[src/rtl/parser_sched_pkg.sv]
// Shared types and constants for the Snappy token scheduler.
// Token length limits and the scheduler state encoding live here.
package parser_sched_pkg;

    typedef enum logic [2:0] {
        IDLE,
        RUN,
        DRAIN,
        DONE,
        ERR
    } sched_state_t;

    localparam int MAX_TOK_LEN = 64;
    localparam int TOK_LEN_W   = 7;

    function automatic logic len_ok(input logic [TOK_LEN_W-1:0] len);
        return (len != '0) && (len <= TOK_LEN_W'(MAX_TOK_LEN));
    endfunction

    function automatic logic [31:0] sat_inc32(input logic [31:0] v);
        return (&v) ? v : v + 32'd1;
    endfunction

endpackage

[src/rtl/sched_lane_rr.sv]
// Strict round-robin lane pointer with one-hot decode.
// Advances only on a completed dispatch; never skips a lane.
module sched_lane_rr #(
    parameter int NUM_LANES = 4,
    localparam int PTR_W = $clog2(NUM_LANES)
) (
    input  logic                 clk,
    input  logic                 rst_n,
    input  logic                 clear,
    input  logic                 advance,
    output logic [PTR_W-1:0]     ptr,
    output logic [NUM_LANES-1:0] onehot
);

    // pointer register: clear wins over advance, wraps naturally
    always_ff @(posedge clk or negedge rst_n) begin
        if (!rst_n) begin
            ptr <= '0;
        end else if (clear) begin
            ptr <= '0;
        end else if (advance) begin
            ptr <= ptr + PTR_W'(1);
        end
    end

    // one-hot decode of the current pointer
    always_comb begin
        onehot      = '0;
        onehot[ptr] = 1'b1;
    end

endmodule

[src/rtl/parser_token_scheduler.sv]
// Dispatches parser tokens round-robin into execution lanes with seq tags.
// Optional statistics counters: define PARSER_SCHED_STAT_EN.
module parser_token_scheduler
    import parser_sched_pkg::*;
#(
    parameter int NUM_LANES = 4,
    parameter int TOK_W     = 64,
    parameter int SEQ_W     = 8,
    parameter int ULEN_W    = 32
) (
    input  logic                 clk,
    input  logic                 rst_n,
    input  logic                 start,
    input  logic [ULEN_W-1:0]    ulen,
    input  logic                 tok_valid,
    output logic                 tok_ready,
    input  logic                 tok_is_copy,
    input  logic [6:0]           tok_len,
    input  logic [TOK_W-1:0]     tok_data,
    output logic [NUM_LANES-1:0] lane_valid,
    input  logic [NUM_LANES-1:0] lane_ready,
    output logic                 lane_is_copy,
    output logic [6:0]           lane_len,
    output logic [TOK_W-1:0]     lane_data,
    output logic [SEQ_W-1:0]     lane_seq,
    output logic                 busy,
    output logic                 done,
    output logic                 err
`ifdef PARSER_SCHED_STAT_EN
    ,
    output logic [31:0]          stat_lit_cnt,
    output logic [31:0]          stat_copy_cnt,
    output logic [31:0]          stat_stall_cnt
`endif
);

    localparam int PTR_W = $clog2(NUM_LANES);

    sched_state_t state, state_nx;

    logic [ULEN_W-1:0]    ulen_q;
    logic [ULEN_W:0]      cnt_q;
    logic [ULEN_W:0]      sum;
    logic [SEQ_W-1:0]     seq_q;

    logic                 hold_valid;
    logic                 hold_copy;
    logic [6:0]           hold_len;
    logic [TOK_W-1:0]     hold_data;
    logic [SEQ_W-1:0]     hold_seq;

    logic [PTR_W-1:0]     ptr;
    logic [NUM_LANES-1:0] ptr_oh;

    logic start_go;
    logic dispatch;
    logic accept;
    logic tok_bad;
    logic load;
    logic fault;
    logic last;

    assign start_go = start && (state == IDLE || state == DONE || state == ERR);
    assign dispatch = hold_valid && lane_ready[ptr];
    assign accept   = tok_valid && tok_ready;
    assign sum      = cnt_q + (ULEN_W+1)'(tok_len);
    assign tok_bad  = !len_ok(tok_len) || (sum > {1'b0, ulen_q});
    assign load     = accept && !tok_bad;
    assign fault    = accept && tok_bad;
    assign last     = (sum == {1'b0, ulen_q});

    sched_lane_rr #(
        .NUM_LANES (NUM_LANES)
    ) u_rr (
        .clk     (clk),
        .rst_n   (rst_n),
        .clear   (start_go),
        .advance (dispatch),
        .ptr     (ptr),
        .onehot  (ptr_oh)
    );

    // state register
    always_ff @(posedge clk or negedge rst_n) begin
        if (!rst_n) begin
            state <= IDLE;
        end else begin
            state <= state_nx;
        end
    end

    // next-state: an empty block finishes straight away
    always_comb begin
        state_nx = state;
        unique case (state)
            IDLE, DONE, ERR: begin
                if (start) begin
                    state_nx = (ulen == '0) ? DONE : RUN;
                end
            end
            RUN: begin
                if (fault) begin
                    state_nx = ERR;
                end else if (load && last) begin
                    state_nx = DRAIN;
                end
            end
            DRAIN: begin
                if (!hold_valid || dispatch) begin
                    state_nx = DONE;
                end
            end
            default: state_nx = IDLE;
        endcase
    end

    // outputs decoded from state; ready also when hold drains this cycle
    always_comb begin
        tok_ready = (state == RUN) && (!hold_valid || lane_ready[ptr]);
        busy      = (state == RUN) || (state == DRAIN);
        done      = (state == DONE);
        err       = (state == ERR);
    end

    // block bookkeeping: length limit, running byte count, seq tag
    always_ff @(posedge clk or negedge rst_n) begin
        if (!rst_n) begin
            ulen_q <= '0;
            cnt_q  <= '0;
            seq_q  <= '0;
        end else if (start_go) begin
            ulen_q <= ulen;
            cnt_q  <= '0;
            seq_q  <= '0;
        end else if (load) begin
            cnt_q  <= sum;
            seq_q  <= seq_q + SEQ_W'(1);
        end
    end

    // one-entry hold: reload on accept, empty on dispatch
    always_ff @(posedge clk or negedge rst_n) begin
        if (!rst_n) begin
            hold_valid <= 1'b0;
            hold_copy  <= 1'b0;
            hold_len   <= '0;
            hold_data  <= '0;
            hold_seq   <= '0;
        end else if (load) begin
            hold_valid <= 1'b1;
            hold_copy  <= tok_is_copy;
            hold_len   <= tok_len;
            hold_data  <= tok_data;
            hold_seq   <= seq_q;
        end else if (dispatch) begin
            hold_valid <= 1'b0;
        end
    end

    assign lane_valid   = hold_valid ? ptr_oh : '0;
    assign lane_is_copy = hold_copy;
    assign lane_len     = hold_len;
    assign lane_data    = hold_data;
    assign lane_seq     = hold_seq;

`ifdef PARSER_SCHED_STAT_EN
    // saturating token-mix and stall statistics, cleared per block
    always_ff @(posedge clk or negedge rst_n) begin
        if (!rst_n) begin
            stat_lit_cnt   <= '0;
            stat_copy_cnt  <= '0;
            stat_stall_cnt <= '0;
        end else if (start_go) begin
            stat_lit_cnt   <= '0;
            stat_copy_cnt  <= '0;
            stat_stall_cnt <= '0;
        end else begin
            if (accept && !tok_is_copy) begin
                stat_lit_cnt <= sat_inc32(stat_lit_cnt);
            end
            if (accept && tok_is_copy) begin
                stat_copy_cnt <= sat_inc32(stat_copy_cnt);
            end
            if (hold_valid && !lane_ready[ptr]) begin
                stat_stall_cnt <= sat_inc32(stat_stall_cnt);
            end
        end
    end
`endif

endmodule

[config.mk]
export PLATFORM = sky130hd
export DESIGN_NAME = parser_token_scheduler
export DESIGN_NICKNAME = d
export VERILOG_FILES = /design/src/rtl/parser_sched_pkg.sv /design/src/rtl/sched_lane_rr.sv /design/src/rtl/parser_token_scheduler.sv
export SDC_FILE = /design/constraint.sdc
export NUM_CORES = 1
export LEC_CHECK = 0
export CORE_MARGIN = 2
export CORE_UTILIZATION = 45
export DETAILED_ROUTE_END_ITERATION = 7
export GPL_ROUTABILITY_DRIVEN = 0
export PLACE_DENSITY = 0.73
export SYNTH_ARGS = -nofsm -noshare
export SYNTH_HDL_FRONTEND = slang
export SYNTH_HIERARCHICAL = 1
export SYNTH_SLANG_ARGS = --single-unit
[constraint.sdc]
create_clock -name clk -period 4.2 [get_ports clk]
set_input_delay 1.26 -clock clk [delete_from_list [all_inputs] [get_ports clk]]
set_output_delay 1.26 -clock clk [all_outputs]
set_load 0.02 [all_outputs]
Word-level counts from Yosys, hierarchy flattened
Cells that the tools add are included.
{ "word_totals": {"output_inout_bits": 88, "regBits": 159} }
{ "classes": {"n_addsub": 3, "n_eq_ne": 8, "reduce_logical": 26, "magnitude_cmp": 4, "muxes": 19} }
{ "op_table": {"columns": ["cell", "count"], "rows": [
  ["33-bit 2-to-1 mux", 2],
  ["33-bit by 7-bit adder with 33-bit output", 1],
  ["33-bit by 32-bit == test with 1-bit output", 1],
  ["33-bit by 32-bit greater-than comparator with 1-bit output", 1],
  ["32-bit zero test", 1],
  ["8-bit 2-to-1 mux", 2],
  ["3-bit 2-to-1 mux", 4],
  ["1-bit logical AND", 9],
  ["3-bit one-hot mux with 3 select lines", 1],
  ["8-bit by 1-bit adder with 8-bit output (second input constant)", 1],
  ["7-bit <= comparator (second input constant)", 1],
  ["7-bit nonzero test", 1],
  ["3-bit by 2-bit == test with 1-bit output (second input constant)", 2],
  ["1-bit logical OR", 6],
  ["2-bit 2-to-1 mux", 3],
  ["2-bit nonzero test", 3],
  ["1-bit 2-to-1 mux", 4],
  ["4-bit 2-to-1 mux", 1],
  ["2-bit != test (second input constant)", 2],
  ["3-bit by 1-bit == test with 1-bit output (second input constant)", 1],
  ["3-bit == test (second input constant)", 1],
  ["1-bit zero test", 3],
  ["3-bit zero test", 1],
  ["2-bit by 3-bit less-than comparator with 1-bit output (second input constant)", 1],
  ["7 further kinds", 7]
]} }

Logic depth before layout (Yosys ltp)
{ "logic_depth": {"ltp_word": 10, "ltp_mapped": 20, "mapped_depth_nobuf": 16} }

By module
Netlist, hierarchy kept.
{ "by_module_without_submodules": {"columns": ["module", "seq_area_each_um2", "cells_each", "instances", "area_each_um2"], "rows": [
  ["parser_token_scheduler", 3928.8, 886, 1, 8035.2],
  ["sched_lane_rr", 50.0, 12, 1, 133.9]
]} }

Worst setup path before layout
No wires, ideal clock.
{ "synth_timing": {"path_kind": "input port to flip-flop", "startpoint": "input port tok_len[0]", "endpoint": "register cnt_q[15]", "t_arrival_ns": 5.272, "n_path_buf": 1, "slack_ns": -1.198, "t_required_ns": 4.074, "setup_time_ns": 0.126, "cell_stages": 17, "cell_sequence": "ha_1 > fa_1 > a211oi_1 > o21ai_0 > nand3b_1 > or4_1 > clkbuf_1 > or3_1 > nand2_1 > ha_1 > a21oi_1 > o21ai_0 > a2111oi_0 > nand4_1 > a2111oi_0 > nor2_1 > a221o_1"} }
{ "synth_between": {"elab_chain_len": 7, "word_cells_on_any_way": 12, "classes_between": "add/sub (1); order compare (2); mux (2); reduce/logical (7)"} }
{ "synth_rtl": {"columns": ["item", "line_no", "text"], "rows": [
  ["from (decl)", "parser_token_scheduler.sv:18", "input logic [6:0] tok_len,"],
  ["parallel branches: the longest is 7 deep, another holds 33-bit by 7-bit adder with 33-bit output", null, null],
  ["to (signal assigned)", "parser_token_scheduler.sv:136", "cnt_q <= sum;"],
  ["to (decl)", "parser_token_scheduler.sv:42", "logic [ULEN_W:0] cnt_q;"]
]} }
Several ways; the timed one is not identified. The select of a mux whose other input is x is not followed.
A chain may end at the register's enable or synchronous reset.

Worst setup path in the final report
{ "layout_timing": {"startpoint": "input port tok_len[0]", "endpoint": "register seq_q[4]"} }
{ "layout_between": {"elab_chain_len": 7, "word_cells_on_any_way": 10, "classes_between": "add/sub (1); order compare (2); reduce/logical (7)"} }
{ "layout_rtl": {"columns": ["item", "line_no", "text"], "rows": [
  ["parallel branches: the longest is 3 deep, another holds 33-bit by 7-bit adder with 33-bit output", null, null],
  ["1-bit logical OR (*)", "parser_token_scheduler.sv:67", "assign tok_bad = !len_ok(tok_len) || (sum > {1'b0, ulen_q});"],
  ["1-bit zero test (*)", "parser_token_scheduler.sv:68", "assign load = accept && !tok_bad;"],
  ["1-bit logical AND (*)", "parser_token_scheduler.sv:68", null],
  ["2-bit nonzero test (no line) (*)", null, null],
  ["to (signal assigned)", "parser_token_scheduler.sv:137", "seq_q <= seq_q + SEQ_W'(1);"],
  ["to (decl)", "parser_token_scheduler.sv:44", "logic [SEQ_W-1:0] seq_q;"]
]} }
Every way passes the cells marked *.

==> results_dict.tcl <==
set metrics [dict create \
    synthToLayoutAreaGrowth_pct 60.48 \
    cts_tree "yes" \
    ir_drop_mv 0.4109 \
    cp_common_cell "o21ai_2" \
    avgSynthCellArea_um2 9.097 \
    drive_gt1_share_pct 26.31 \
    ctsLongestPathBuffers 2 \
    maxCapViolations 0 \
    fmax_mhz 201.9 \
    start_util_pct 45.63 \
    fin_crit_sh_pct 117.9 \
    dp_hpwl_um 16780 \
    numCtsBuffers 17 \
    hold_ws_ns 0.4661 \
    grt_pass1_wl_um 40880 \
    grt_max_degree 80 \
    grtUsageTotal_pct 26.46 \
    ant_nets 0 \
    wl_met3_um 1450 \
    io_buffers 199 \
    critPathLaunchType "primary input" \
    post-route-min-period_ns 4.953 \
    report.final.slew_viol_count 0 \
    clk_pin_slew_ns 0.07 \
    p_per_area_nw_per_um2 611.9 \
    holdBufCountCts 0 \
    nNetsFinal 1388 \
    top_layer_used "met4" \
    fp-row-count 49 \
    die_w_um 138.7 \
    via_count 8031 \
    worstPathCellList "buf_8 -> ha_4 -> fa_2 -> a211oi_4 -> o21ai_2 -> buf_4 -> buf_6 -> nand3b_1 -> nor2_1 -> nand2_1 -> xnor2_2 -> ha_1 -> nand4_1 -> nor4_4 -> a31oi_2 -> or3_4 -> a211o_4 -> buf_12 -> or4_4 -> o21ai_2" \
    ios 200 \
    final_cell_mix "nand2_1, clkdlybuf4s50_1, dfrtp_1" \
    postLayoutCellArea_um2 13110 \
    crit_type "in -> reg" \
    crit_arrival_ns 5.32 \
    outcome "finished, violations left" \
    slew_headroom_pct 49.36 \
    worstPathRequired_ns 4.56 \
    skew_ns 0.01025 \
    drc 0 \
    cts-root-buf "clkbuf_16" \
    ys.warnings.count 6 \
    hold_violations 0 \
    wire_per_inst_um 18.22 \
    power.leakage_uw 0.006337 \
    drt_iter0_drc 522 \
    synth_area_leaders "dfrtp_1, nand2_1, ha_1" \
    drt-met1-wl_um 11520 \
    end_kind "flip-flop" \
    fp.coreArea_um2 17900 \
    synth-seq-cells 159 \
    synth_fp_nets 1055 \
    rsz0062_at_grt "true" \
    seq_area_frac_synth_pct 48.71 \
    critPathMaxFanout 4 \
    synthCells 898 \
    yosys.area.top_type_share_pct 48.71 \
    tightest_slew_ns 0.7596 \
    synth-main-ff-cell "dfrtp_1" \
    layout_commonest_cell "nand2_1" \
    routed_via_density 5.456 \
    ys_async_sr_fraction_pct 100.0 \
    synthesis.area_um2 8169 \
    max_stage_delay_ns 0.49 \
    diodes 0 \
    post_synth_num_cell_types 55 \
    hold_path.class "reg -> reg" \
    antenna_found_initial 0 \
    setup_ws_ns -0.7535 \
    dpl_cell_area_um2 11210 \
    drt_first_pass_iters 5 \
    yosysTopAreaCell "dfrtp_1" \
    synth_edf_count 0 \
    final_core_util_pct 73.23 \
    numClockSinks 159 \
    grt_overflow_total 0 \
    slowest_stage "or4_4" \
    wl_met2_um 13050 \
    final.setup.tns_ns -80.08 \
    die_area_um2 19250 \
    wl_um 26820 \
    setup-violations-final 125 \
    insertion_delay_ns 0.44 \
    die_h_um 138.7 \
    grt_pass1_vias 7880 \
    rrSetupSlack_ns -0.27 \
    violations "negative setup slack" \
    htreeDepth 4 \
]
worst paths after layout:
kind                               start            end  cells after the start
max reg2reg                     cnt_q[0]       seq_q[4]                     19
min reg2reg                lane_data[59]  lane_data[59]                      2
min                        lane_data[59]  lane_data[59]                      2
min in group asynchronous          rst_n     ulen_q[14]                      1
max                           tok_len[0]       seq_q[4]                     20
max in group asynchronous          rst_n  lane_data[49]                      2
final cells by class:
cell class	count	area, um^2
well taps	229	286.5
multi-input cells	660	4507
inverters	43	161.4
fillers	1229	4792
flip-flops and latches	159	3979
clock inverters	14	148.9
clock buffers	17	425.4
repair buffers	350	3602
per-stage QoR:
stage / cells / worst slack, ns / power (uW)
after floorplan: 898 / -0.9007 / 4158
after global placement: 1390 / -1.648 / 5685
after detailed placement: 1390 / -1.802 / 5777
after CTS: 1467 / -0.6648 / 7850
after global routing: 1472 / -0.8906 / 8438
final: 1472 / -0.7535 / 8022
power breakdown:
part | switching (uW) | total, uW | internal [uW] | leakage (uW)
logic | 2100 | 4090 | 1990 | 0.00401
clock network | 712 | 1550 | 837 | 0.000282
registers | 307 | 2380 | 2070 | 0.00204
synth_stat cells (2+ instances only):
master     number
and4_1          4
a22oi_1         2
nand4_1        16
nor3_1         14
mux2_2         23
o211ai_1        3
o21a_1          2
nand2b_1        3
dfrtp_1       159
a21o_1         21
xor2_1         12
or4b_2          2
a31oi_1         3
o31ai_1         4
a2111oi_0       2
and3_1         10
mux2i_1         2
nand2_1       267
nand3b_1        2
or4_1           7
o21ai_0        61
a21oi_1        33
clkbuf_1       18
or2_2           3
inv_1          42
a211oi_1        2
nand4_2         2
xnor2_1        11
nor2_1         21
and2_1         11
or3_1           8
nand3_1        32
buf_2          19
nor4_1         13
ha_1           44
routing by layer:
layer  vias to the layer above  track usage (%)
met5                         -                0
li1                       3744                -
met1                      3897            35.08
met2                       324            43.33
met3                        66            5.387
met4                         0            9.729
flip-flops by register name, indices dropped and copies added (netlist names):
name          count
u_rr/ptr          2
lane_len          7
lane_data        64
cnt_q            33
state             3
lane_seq          8
hold_valid        1
ulen_q           32
lane_is_copy      1
seq_q             8
cells by family (layout without fill, tap and decap cells):
family	count (synthesis)	after routing	share of synthesized area [%]
AOI/OAI and AO/OA	143	144	10.52
DFF	159	159	48.71
and+or+nand+nor	422	422	23.66
muxes	26	26	3.691
xor gates and xnor gates	23	23	2.466
buffers and inverters	80	424	3.967
adders and majority gates	45	45	6.984
worst max-delay path, delay by kind of cell:
family	cells	cell delay [ns]
and+or+nand+nor	7	1.71
AOI/OAI and AO/OA	5	0.89
adders and majority gates	3	0.85
buffers and inverters	4	0.50
xor gates and xnor gates	1	0.11
repair_timing:
action | in CTS | in global routing
pin swaps | 53 | 38
buffers inserted | 34 | 6
gates resized for setup | 141 | 70
gates cloned | 12 | 5
setup endpoints to repair | 126 | 125
Note: power is estimated with default switching activity, not from simulation.
